### src/rtl/fault_halt_sequencer.sv
// fault_halt_sequencer
//   Turns the distance-threshold flag d_val into drive control for the line
//   follower. On each sample tick it looks for a high-low-high fault pattern.
//   A confirmed pattern halts the motors for a timed hold and then re-arms.
//   Confirmed faults are counted.
//
//   Optional feature macro: FAULT_STICKY_EN
//     defined   : HALT is held until fault_ack=1; the hold timer does not release it.
//     undefined : fault_ack is ignored; HALT releases after HALT_TICKS ticks.
//
// Ports
//   clk          in   1      system clock
//   rst          in   1      asynchronous reset, active low
//   enable       in   1      1 = running, 0 = forced to IDLE (count kept)
//   d_val        in   1      asynchronous distance-above-threshold flag
//   fault_ack    in   1      operator acknowledge (sticky build only)
//   clear_count  in   1      synchronous clear of fault_count (beats increment)
//   halt         out  1      1 = motors must stop (high exactly in HALT)
//   fault_pulse  out  1      one-clk pulse per confirmed fault
//   fault_count  out  CNT_W  saturating count of confirmed faults
//   state_dbg    out  3      current FSM state encoding
//   ground       out  1      constant 0
module fault_halt_sequencer #(
    parameter int unsigned CLK_DIV    = 50000,
    parameter int unsigned MIN_PULSE  = 2,
    parameter int unsigned MAX_GAP    = 50,
    parameter int unsigned HALT_TICKS = 500,
    parameter int unsigned CNT_W      = 8
) (
    input  logic             clk,
    input  logic             rst,
    input  logic             enable,
    input  logic             d_val,
    input  logic             fault_ack,
    input  logic             clear_count,
    output logic             halt,
    output logic             fault_pulse,
    output logic [CNT_W-1:0] fault_count,
    output logic [2:0]       state_dbg,
    output logic             ground
);

    localparam int unsigned PRE_W  = ($clog2(CLK_DIV) > 0) ? $clog2(CLK_DIV) : 1;
    localparam int unsigned WID_W  = $clog2(MIN_PULSE + 1);
    localparam int unsigned GAP_W  = $clog2(MAX_GAP + 1);
    localparam int unsigned HTMR_W = $clog2(HALT_TICKS + 1);

    localparam logic [PRE_W-1:0]  PRE_LAST  = PRE_W'(CLK_DIV - 1);
    localparam logic [WID_W-1:0]  WID_MIN   = WID_W'(MIN_PULSE);
    localparam logic [GAP_W-1:0]  GAP_MAX   = GAP_W'(MAX_GAP);
    localparam logic [HTMR_W-1:0] HTMR_LOAD = HTMR_W'(HALT_TICKS);

    typedef enum logic [2:0] {
        S_IDLE      = 3'd0,
        S_FIRST_HI  = 3'd1,
        S_GAP_LO    = 3'd2,
        S_SECOND_HI = 3'd3,
        S_HALT      = 3'd4,
        S_REARM     = 3'd5
    } state_t;

    state_t            state_q, state_d;
    logic              d_meta, d_s;
    logic [PRE_W-1:0]  presc_q;
    logic              tick;
    logic [WID_W-1:0]  wid_q, wid_d;
    logic [GAP_W-1:0]  gap_q, gap_d;
    logic [HTMR_W-1:0] htmr_q, htmr_d;
    logic [CNT_W-1:0]  count_d;
    logic              pulse_d;
    logic              confirm;

    assign ground    = 1'b0;
    assign state_dbg = state_q;

`ifndef FAULT_STICKY_EN
    logic ack_unused;
    assign ack_unused = fault_ack;
`endif

    // Sample strobe; the prescaler only runs while enabled.
    assign tick = enable && (presc_q == PRE_LAST);

    // Synchroniser and prescaler.
    always_ff @(posedge clk or negedge rst) begin
        if (!rst) begin
            d_meta  <= 1'b0;
            d_s     <= 1'b0;
            presc_q <= '0;
        end else begin
            d_meta  <= d_val;
            d_s     <= d_meta;
            presc_q <= (!enable || tick) ? '0 : presc_q + 1'b1;
        end
    end

    // State register, timers and registered outputs.
    always_ff @(posedge clk or negedge rst) begin
        if (!rst) begin
            state_q     <= S_IDLE;
            wid_q       <= '0;
            gap_q       <= '0;
            htmr_q      <= '0;
            halt        <= 1'b0;
            fault_pulse <= 1'b0;
            fault_count <= '0;
        end else begin
            state_q     <= state_d;
            wid_q       <= wid_d;
            gap_q       <= gap_d;
            htmr_q      <= htmr_d;
            halt        <= (state_d == S_HALT);
            fault_pulse <= pulse_d;
            fault_count <= count_d;
        end
    end

    // Next-state, timer and counter logic.
    always_comb begin
        state_d = state_q;
        wid_d   = wid_q;
        gap_d   = gap_q;
        htmr_d  = htmr_q;
        pulse_d = 1'b0;
        confirm = 1'b0;
        count_d = fault_count;

        if (!enable) begin
            state_d = S_IDLE;
            wid_d   = '0;
            gap_d   = '0;
            htmr_d  = '0;
        end else begin
            case (state_q)
                S_IDLE: begin
                    if (tick && d_s) begin
                        state_d = S_FIRST_HI;
                        wid_d   = WID_W'(1);
                    end
                end
                S_FIRST_HI: begin
                    if (tick) begin
                        if (d_s) begin
                            if (wid_q < WID_MIN) wid_d = wid_q + 1'b1;
                        end else if (wid_q >= WID_MIN) begin
                            state_d = S_GAP_LO;
                            gap_d   = GAP_W'(1);
                        end else begin
                            state_d = S_IDLE;
                            wid_d   = '0;
                        end
                    end
                end
                S_GAP_LO: begin
                    if (tick) begin
                        if (d_s) begin
                            // A single-tick minimum confirms on the first high sample.
                            if (WID_MIN == WID_W'(1)) begin
                                confirm = 1'b1;
                            end else begin
                                state_d = S_SECOND_HI;
                                wid_d   = WID_W'(1);
                            end
                        end else if (gap_q == GAP_MAX) begin
                            state_d = S_IDLE;
                            gap_d   = '0;
                            wid_d   = '0;
                        end else begin
                            gap_d = gap_q + 1'b1;
                        end
                    end
                end
                S_SECOND_HI: begin
                    if (tick) begin
                        if (!d_s) begin
                            state_d = S_IDLE;
                            wid_d   = '0;
                            gap_d   = '0;
                        end else if ((wid_q + 1'b1) >= WID_MIN) begin
                            confirm = 1'b1;
                        end else begin
                            wid_d = wid_q + 1'b1;
                        end
                    end
                end
                S_HALT: begin
                    if (tick && (htmr_q != '0)) htmr_d = htmr_q - 1'b1;
`ifdef FAULT_STICKY_EN
                    if (fault_ack) begin
                        state_d = S_REARM;
                        htmr_d  = '0;
                    end
`else
                    // Release on the tick that takes the timer to zero.
                    if (tick && (htmr_q <= HTMR_W'(1))) begin
                        state_d = S_REARM;
                        htmr_d  = '0;
                    end
`endif
                end
                S_REARM: begin
                    // Wait for d_val to drop so a held obstacle cannot retrigger.
                    if (tick && !d_s) state_d = S_IDLE;
                end
                default: begin
                    state_d = S_IDLE;
                    wid_d   = '0;
                    gap_d   = '0;
                    htmr_d  = '0;
                end
            endcase
        end

        if (confirm) begin
            state_d = S_HALT;
            htmr_d  = HTMR_LOAD;
            wid_d   = '0;
            gap_d   = '0;
            pulse_d = 1'b1;
        end

        // Clear has priority over a same-cycle increment.
        if (clear_count) begin
            count_d = '0;
        end else if (confirm && (fault_count != {CNT_W{1'b1}})) begin
            count_d = fault_count + 1'b1;
        end
    end

endmodule

### config.mk
export PLATFORM = sky130hd
export DESIGN_NAME = fault_halt_sequencer
export DESIGN_NICKNAME = d
export VERILOG_FILES = /design/src/rtl/fault_halt_sequencer.sv
export SDC_FILE = /design/constraint.sdc
export NUM_CORES = 1
export LEC_CHECK = 0
export ABC_AREA = 0
export CAP_MARGIN = 5
export CORE_MARGIN = 3
export CORE_UTILIZATION = 45
export CTS_CLUSTER_DIAMETER = 80
export CTS_CLUSTER_SIZE = 25
export DETAILED_ROUTE_END_ITERATION = 10
export PLACE_DENSITY = 0.69
export SYNTH_ARGS = -nofsm -noshare
export SYNTH_HDL_FRONTEND = slang
export SYNTH_SLANG_ARGS = --single-unit
### constraint.sdc
create_clock -name clk -period 2.88 [get_ports clk]
set_input_delay 0.576 -clock clk [delete_from_list [all_inputs] [get_ports clk]]
set_output_delay 0.576 -clock clk [all_outputs]
set_load 0.01 [all_outputs]
* After elaboration in Yosys (flattened, before gate mapping)
Index checks and enable logic that the tools add are counted.
** Word-level totals
- Bits in registers :: 48
- Bits of input ports :: 6
- Output and inout port bits :: 14
- Word-level logic and storage cells :: 115
** Cells by class
- Add/subtract/negate cells :: 5
- Magnitude comparators :: 4
- Eq/ne operators :: 25
- Mux-type cells :: 53
- Reductions and logical operators :: 18
** Operator list (number)
- $mux 6 :: 10
- $mux 3 :: 12
- $mux 9 :: 4
- $ne 4x4->1 const B :: 8
- $mux 2 :: 14
- $ne 5x5->1 const B :: 5
- $pmux 6 s4 :: 1
- $pmux 3 s6 :: 1
- $pmux 9 s2 :: 1
- $add 16x1->16 const B :: 1
- $eq 16x16->1 const B :: 1
- $mux 16 :: 1
- $mux 8 :: 2
- $pmux 2 s5 :: 1
- $eq 3x3->1 const B :: 3
- $le 9x1->1 const B :: 1
- $ne 3x2->1 const B :: 3
- $reduce_and 9->1 :: 1
- $reduce_bool 9->1 :: 1
- $sub 9x1->9 const B :: 1
- $add 8x1->8 const B :: 1
- $ne 8x8->1 const B :: 1
- $reduce_and 8->1 :: 1
- $add 6x1->6 const B :: 1
- other kinds (16) :: 29

* Depth between registers and ports, before layout
- Word-level depth :: 10
- Depth in mapped cells :: 8
- Gate-level depth less buffers :: 8

* Least setup slack after synthesis
Ideal clock, no wire load.
- Path type :: reg-to-reg
- Start point :: reg presc_q[0]
- End point :: reg gap_q[1]
- Library setup time :: 0.125 ns
- Arrival :: 1.943 ns
- Data required time :: 2.755 ns
- Path slack :: 0.812 ns
- Stages on the path, launching flop included :: 9
- Buffers on the path :: 2
- Period minus slack after synthesis :: 2.068 ns
- Cell sequence :: dfrtp_1 ha_1 and3_2 buf_6 nand4_1 or3_1 buf_6 a21oi_1 mux2_2
** On the way
- Longest elaborated chain between the ends :: 7
- Elaborated cells between the ends (all ways) :: 15
- Classes of those cells :: eq/ne: 9; mux: 4; reduce/logical: 2
** RTL lines
- from (decl) :: RTL line 64 : logic [PRE_W-1:0] presc_q;
- from (signal assigned) :: RTL line 93 : presc_q <= (!enable || tick) ? '0 : presc_q + 1'b1;
- $eq 16x16->1 * :: RTL line 82 : assign tick = enable && (presc_q == PRE_LAST);
- $logic_and 1x1->1 * :: RTL line 82
- $mux 1 :: RTL line 174 : if (tick) begin
- $mux 1 :: RTL line 134 : case (state_q)
- $mux 1 :: RTL line 128 : if (!enable) begin
- $ne 4x4->1 (no line) or $ne 3x2->1 (tied branches)
- $reduce_and 8->1 (no line)
- to (signal assigned) :: RTL line 110 : gap_q <= gap_d;
- to (decl) :: RTL line 67 : logic [GAP_W-1:0] gap_q, gap_d;
Every way passes the cells marked *; elsewhere a longest branch is shown, timed or not.
A chain may end at the register's enable or synchronous reset.

* Worst setup path after layout
Same ends and word-level chain as after synthesis.

==> impl_metrics.toml <==
[routing]
wl_per_cell_um = 15.7
vias = 2459
routed_wl_um = 6610
dr.pass1.iters = 4
ant_nets = 0
first_iter_violations = 279
avgViaCountPerCell = 5.85
drc = 0

[setup_path]
r2r_end = "gap_q[1]"
end_kind = "flip-flop"
critical_path_class = "flip-flop to flip-flop"
ff2ff_setup_slack_ns = 0.58
reg2reg_depth = 6
critPathMaxFanout = 8
critical_path_required_ns = 3.09
worst_ep_arrival_time_ns = 2.51
start_kind = "flip-flop"
r2r_start = "presc_q[0]"

[pwr]
pwr-share-clk_pct = 36.3
power_leakage_nw = 1.33
p_sw_share_pct = 24.5
p_switching_mw = 0.291
p_per_area_nw_per_um2 = 360
ir_drop_v = 0.000362
p_int_mw = 0.895
comb_power_share_pct = 5.6
p_seq_share_pct = 58.1

[logic_synthesis]
syn_avg_cell_area_um2 = 9.07
ys_ff_latch = 48
ys_async_sr_fraction_pct = 100
yosys_warnings = 0
synth-main-ff-cell = "dfrtp_1"
syn_inst = 326
yosysSeqAreaShare_pct = 40.6
synth.distinct_cells = 64
synth_edf_count = 0
synth_nets = 340
syn-cell-area_um2 = 2960

[floorplanning]
die_area_um2 = 7580
initial_utilization_pct = 48.2
die_w_um = 87.1
die_y_um = 87.1
core_area_um2 = 6130
pin_count = 20
rows = 28

[final_layout]
layout_commonest_cell = "dfrtp_1"
multi_input_area_um2 = 1620
fill_cells = 545
diodes = 0
layout.cells.most_common_list = "dfrtp_1, nor2_1, nand2_1"
fin_area_um2 = 3290
drive_above_1_share_pct = 10.1
area_delta_synth_final_pct = 11.3
seq_area_um2 = 1200
nets = 359

[sta]
hold_viol_final = 0
post-route-period-util_pct = 80.0
skew_ns = 0.0150
rsz0062_at_grt = "no"
fmax_mhz = 434
slew_violations = 0
fin_setup_tns_ns = 0
worst_pin_slew_ns = 0.715
finalCriticalPeriod_ns = 2.30
relSlewSlack_pct = 51.9
finalSetupViolCount = 0

[clocking]
ctsResizeCount = 0
cts_num_sinks = 48
root_buffer = "clkbuf_8"
clockBufferDepth = 2
numCtsBuffers = 5
cts_tree = "built"
clock_latency_ns = 0.31
postCtsSetupBuffers = 0
clkTransAtPathRegs_ns = 0.10
ctsHoldBuffers = 0
htreeDepth = 2

[global_routing]
grt_max_degree = 31
antenna_found_initial = 0
grt_pass1_vias = 2360
grt_pass1_wl_um = 11500
grt.total_usage_pct = 18.9
grt_remaining_overflow = 0

[placement]
place.gp.congestion = 0.878
portBuffers = 17
place_area_um2 = 3200
dp_hpwl_um = 4800

[hold_path]
holdCritPathClass = "input port to async pin"

[run]
cap_violations = 0

[run_status]
outcome = "finished, final reports clean"
## power by group through the flow
stage	sequential, mW	combinational [mW]	clock, mW
finish	0.690	0.0662	0.431
global route	0.691	0.0752	0.466
CTS	0.690	0.0675	0.440
detailed placement	0.703	0.0667	0
global placement	0.703	0.0671	0
floorplan	0.700	0.0370	0
## flip-flops by register name, indices dropped and copies added, names as in the netlist, 2 cells and up
register / count
htmr_q: 9
gap_q: 6
state_dbg: 3
presc_q: 16
wid_q: 2
fault_count: 8
## synth_stat cells (2+ instances only)
| cell type | instances | share of area (%) |
|---|---|---|
| a31oi_1 | 7 | 1.5 |
| xor2_1 | 7 | 2.1 |
| or3_1 | 4 | 0.85 |
| inv_1 | 18 | 2.3 |
| nor3_1 | 14 | 2.4 |
| nor2b_1 | 3 | 0.63 |
| o21ai_0 | 15 | 2.5 |
| and4_1 | 3 | 0.89 |
| buf_4 | 2 | 0.51 |
| nand2b_1 | 4 | 0.85 |
| nor4_1 | 6 | 1.3 |
| nand4_1 | 12 | 2.5 |
| xnor2_1 | 12 | 3.6 |
| mux2_2 | 3 | 1.1 |
| o22ai_1 | 5 | 1.1 |
| ha_1 | 8 | 3.4 |
| nand3_1 | 14 | 2.4 |
| nand2_1 | 21 | 2.7 |
| nor2_1 | 35 | 4.4 |
| dfrtp_1 | 48 | 41 |
| a211oi_1 | 6 | 1.5 |
| o31ai_1 | 4 | 1.0 |
| a221oi_1 | 3 | 0.89 |
| buf_6 | 2 | 0.76 |
| clkbuf_1 | 7 | 0.89 |
| or2_2 | 2 | 0.42 |
| and2_1 | 4 | 0.85 |
| and3_1 | 8 | 1.7 |
| a21oi_1 | 11 | 1.9 |
| and4bb_2 | 3 | 1.3 |
| nor3b_1 | 2 | 0.51 |
## worst max path at each step
stage | from | end | slack, ns | cells past startpoint
final | presc_q[0] | gap_q[1] | 0.58 | 6
after global routing | presc_q[5] | gap_q[1] | 0.35 | 5
after CTS | presc_q[5] | gap_q[1] | 0.57 | 5
after detailed placement | enable | halt | 0.38 | 7
after global placement | enable | halt | 0.41 | 7
after floorplan | presc_q[0] | gap_q[1] | 0.81 | 8
## metal layers
metal  global-route usage [%]  vias to the layer above  part of all wire, %
met4                     5.67                        0                  1.1
met3                     2.74                        6                  4.6
met1                     27.7                     1171                   48
li1                         -                     1227                    -
met2                     29.1                       55                   46
met5                        0                        -                    0
## critical path: stages, from the launching register on
cell and delay (ns):
dfrtp_1 0.43, ha_1 0.24, and3_2 0.26, nand4_1 0.18, or3_1 0.50, a21oi_1 0.25
mux2_2 0.35
## final cells by class
class,count,area share [%]
clock buffers,6,2.51
clock inverters,1,0.266
inverters,19,2.17
multi-input cells,247,49.1
flip-flops and latches,48,36.5
well taps,75,2.85
repair buffers,24,6.61
## per-stage QoR
stage                     std cells  setup slack [ns]  total power [mW]  utilization [%]  hold WS, ns
final                           420             0.577              1.19             53.7        0.192
after global routing            420             0.353              1.23             53.7        0.237
after CTS                       420             0.568              1.20             53.7        0.217
after detailed placement        413             0.375             0.770             52.2        0.342
after global placement          413             0.413             0.770             52.2        0.336
after floorplan                 326             0.812             0.737                -        0.280
## kinds of logic after synthesis
| family | after synthesis | synth area share (%) |
|---|---|---|
| compound gates | 70 | 16.8 |
| xor+xnor | 19 | 5.63 |
| fa+ha+maj | 8 | 3.38 |
| buf+inv | 31 | 4.69 |
| flops | 48 | 40.6 |
| mux | 4 | 1.48 |
| other cells | 1 | 0.127 |
| simple gates | 145 | 27.3 |
Note: power is estimated with default switching activity, not from simulation.
==> RTL change 1: new RTL, same flow settings <==
Make the reset (`rst`) synchronous in 2 clocked blocks. Comments in the files are not updated.
--- a/src/rtl/fault_halt_sequencer.sv
+++ b/src/rtl/fault_halt_sequencer.sv
@@ -82,7 +82,7 @@
     assign tick = enable && (presc_q == PRE_LAST);
 
     // Synchroniser and prescaler.
-    always_ff @(posedge clk or negedge rst) begin
+    always_ff @(posedge clk) begin
         if (!rst) begin
             d_meta  <= 1'b0;
             d_s     <= 1'b0;
@@ -95,7 +95,7 @@
     end
 
     // State register, timers and registered outputs.
-    always_ff @(posedge clk or negedge rst) begin
+    always_ff @(posedge clk) begin
         if (!rst) begin
             state_q     <= S_IDLE;
             wid_q       <= '0;
Check against the original RTL: same outputs for any inputs over 10 cycles, from zero or initial values and one cycle with rst low; that may be too few to reach the edited logic, so the function may still have changed.
==> RTL change 1 against the unedited design <==
Critical path depth grew 1. Synthesized area shrank 12%. Power is essentially flat. Hold slack gained 0.25 ns. Sequential power shrank 3.2%. Die area shrank 11%. Setup slack lost 0.14 ns. Routed wire length shrank 13%. Design area shrank 9.3%. Highest routed layer unchanged. Non-clock buffer count grew 1. Sequential cell count is the same.
==> RTL change 1: results (changes against the unedited design) <==
* Outcome: finished, final reports clean
* Comb pwr share at 2.9% (-2.7 points)
* All-Layer GR Usage at 18.85% (-0.098 points)
* Vias in the first global route at 2,263 (-4.1%)
* Metal2 WL at 2659 um (-13%)
* Relative slew slack at 52.70% (+0.83 points)
* Data arrival time of the worst path at 2.64 ns (+0.13 ns)
* P_leak at 0.001008 uW (-24%)
* Hold Path Class: reg2reg
* Synth cell types at 57 (-11%)
* H-tree depth at 2 (unchanged)
* Met3 track demand over resource at 2.851% (+0.11 points)
* Dominant cells by area after synthesis: dfxtp_1 (37%), nor2_1 (5.5%), ha_1 (3.9%), a21oi_1 (3.7%), xnor2_1 (3.4%)
* DRT iter0 DRCs at 104 (-63%)
* Nets@finish at 347 (-3.3%)
* Clk_skew at 0.005578 ns (-0.009417 ns)
* WL/cell at 14.21 um (-9.6%)
* Peak supply drop at 0.2586 mV (-29%)
* Via count at 2,329 (-5.3%)
* Layout cells sized above 1 at 8.084% (-2.1 points)
* Main synth FF type: dfxtp_1
* Placer congestion estimate at 0.8587 (-2.2%)
* Switch Pwr at 248.8 uW (-15%)
* Met1 WL at 2880 um (-9.5%)
* Final non-filler cell total at 406 (-3.3%)
* Met3 WL at 183 um (-40%)
* First-pass GRT wire length at 10,110 um (-12%)
* Reg power frac at 56.3% (-1.8 points)
* Net count after synthesis at 324 (-4.7%)
* Post-synth ARST share at 0% (-100 points)
* Mean Syn Cell Area at 8.379 um^2 (-7.7%)
* Met2 Use GR at 30.86% (+1.8 points)
RTL change 1: cell types whose count changed in the layout (fill, tap and decap cells not counted), moves of 7 or more:
| cell | unedited run | this run |
|---|---|---|
| dfrtp_1 | 48 | 0 |
| dfxtp_1 | 0 | 48 |
| nor3_1 | 14 | 5 |
| a21oi_1 | 11 | 19 |
| inv_1 | 18 | 11 |
RTL change 1: metrics by stage:
step	power, uW	setup WS [ns]	area, um^2	utilization (%)
after detailed placement	718.0	0.1348	2879	51.96
final	1186	0.4394	2987	53.91
after global placement	718.0	0.1392	2879	51.96
after global routing	1223	0.2927	2987	53.91
after floorplan	704.1	0.6273	2597	-
after CTS	1196	0.4419	2987	53.91
RTL change 1: layout make-up:
type | instances | area [um^2] | share of cell area, %
multi-input combinational | 242 | 1556 | 52.12
sequential | 48 | 960.9 | 32.17
timing repair buffer | 25 | 230.2 | 7.708
tap | 72 | 90.09 | 3.016
clock buffer | 6 | 72.57 | 2.430
inverter | 11 | 41.29 | 1.382
clock inverter | 2 | 35.03 | 1.173
RTL change 1: logic make-up after synthesis:
group	count (synthesis)	synth area share [%]
adders and majority gates	8	3.854
AOI/OAI and AO/OA	76	20.33
and+or+nand+nor	140	29.87
other	1	0.1444
DFF	48	36.99
xor gates and xnor gates	17	5.732
buffers and inverters	20	3.083
RTL change 1: final timing paths:
check	from	slack (ns)	cells after the start	to
worst min-delay path	d_meta	0.44	1	d_s
worst max-delay path	enable	0.44	7	gap_q[3]
worst min register to register	d_meta	0.44	1	d_s
worst max register to register	presc_q[4]	0.50	6	gap_q[3]
RTL change 1: worst max-delay path: stages:
cell and delay [ns]:
clkdlybuf4s50_1 0.49, nand4_1 0.17, nor4_2 0.31, buf_4 0.24
a21oi_1 0.23, o311a_1 0.41, a31o_2 0.21
==> RTL change 2: new RTL, same flow settings <==
Made on the original files. Build with the macro `FAULT_STICKY_EN` defined.
--- a/src/rtl/fault_halt_sequencer.sv
+++ b/src/rtl/fault_halt_sequencer.sv
@@ -20,6 +20,8 @@
 //   fault_count  out  CNT_W  saturating count of confirmed faults
 //   state_dbg    out  3      current FSM state encoding
 //   ground       out  1      constant 0
+`define FAULT_STICKY_EN
+
 module fault_halt_sequencer #(
     parameter int unsigned CLK_DIV    = 50000,
     parameter int unsigned MIN_PULSE  = 2,
Formal check against the unedited RTL: same outputs for any inputs over 10 cycles, from zero or initial values and one cycle with rst low; that may be too few to reach the edited logic, so the function may still have changed.
==> RTL change 2 against the unedited design <==
Setup slack got worse by 0.11 ns. Via count down 26%. Largest cell class unchanged. Power down 17%. Maximum frequency decreased by 4.4%. Sequential cell count decreased by 9. Critical endpoint is now gap_q[3]. Count of clock-buffer cells in the layout fell by 1. Design area shrank 23%. Clock power decreased by 9.7%. Routed wire length down 29%. Synthesized area decreased by 25%. Register-to-register slack worse by 0.03 ns.
==> RTL change 2: results (changes against the unedited design) <==
* Post-route cell area at 2550 um^2 (-23%)
* Part of the Yosys area used for sequential elements at 44.14% (+3.5 points)
* Met1 Track Usage GR at 25.47% (-2.2 points)
* Met1 WL at 2352 um (-26%)
* Placer congestion estimate at 0.8175 (-6.9%)
* Crit path launch: enable
* Met3 WL at 201 um (-34%)
* Peak supply drop at 0.1882 mV (-48%)
* Relative slew slack at 43.12% (-8.8 points)
* FF-to-FF Start: presc_q[4]
* Total internal power at 737.3 uW (-18%)
* Post-DR vias/cell at 5.648 (-3.5%)
* Reg power frac at 56.5% (-1.6 points)
* Biggest regs: presc_q x16, fault_count x8, gap_q x6
* Cell area power density at 385.9 nW/um^2 (+7.1%)
* Mean Syn Cell Area at 9.408 um^2 (+3.7%)
* Outcome: finished, final reports clean
* Final period util at 83.67% (+3.7 points)
* Met3 track demand over resource at 3.310% (+0.57 points)
* Placed Instances at 313 (-24%)
* Place WS at 0.1696 ns (-0.2055 ns)
* Hold Slack at 0.3670 ns (+0.1750 ns)
* WL/cell at 14.67 um (-6.8%)
* Dominant cells by area after synthesis: dfrtp_1 (44%), nor2_1 (5.1%), xnor2_1 (4.0%), nand3_1 (2.9%), nand2_1 (2.9%)
* Setup crit end: gap_q[3]
* Post-synth top cells: dfrtp_1 (39), nor2_1 (30), nand2_1 (17)
-- RTL change 2: cell types whose count changed in the layout (fill, tap and decap cells not counted), sizes merged, moves of 6 or more --
cell,change
o21ai,-8
a31oi,-7
nor3,-10
inv,-10
o22ai,-6
dfrtp,-9
-- RTL change 2: kinds of logic after synthesis --
kind of cell / after synthesis / synth area share (%)
adders and majority gates: 5 / 2.830
other: 1 / 0.1696
and+or+nand+nor: 112 / 28.41
buffers and inverters: 17 / 3.169
xor gates and xnor gates: 17 / 6.734
DFF: 39 / 44.14
AOI/OAI and AO/OA: 44 / 14.54
-- RTL change 2: critical path, cell delays in order --
cell	delay [ns]
clkdlybuf4s50_1	0.50
and4_1	0.28
nand4_2	0.14
o311a_2	0.41
or2_0	0.35
o41ai_1	0.34
-- RTL change 2: layout make-up --
class / instances / share of cell area (%)
clock buffer: 5 / 2.699
inverter: 8 / 1.178
tap: 65 / 3.189
timing repair buffer: 22 / 8.047
multi-input combinational: 179 / 45.68
sequential: 39 / 38.27
clock inverter: 3 / 0.9323
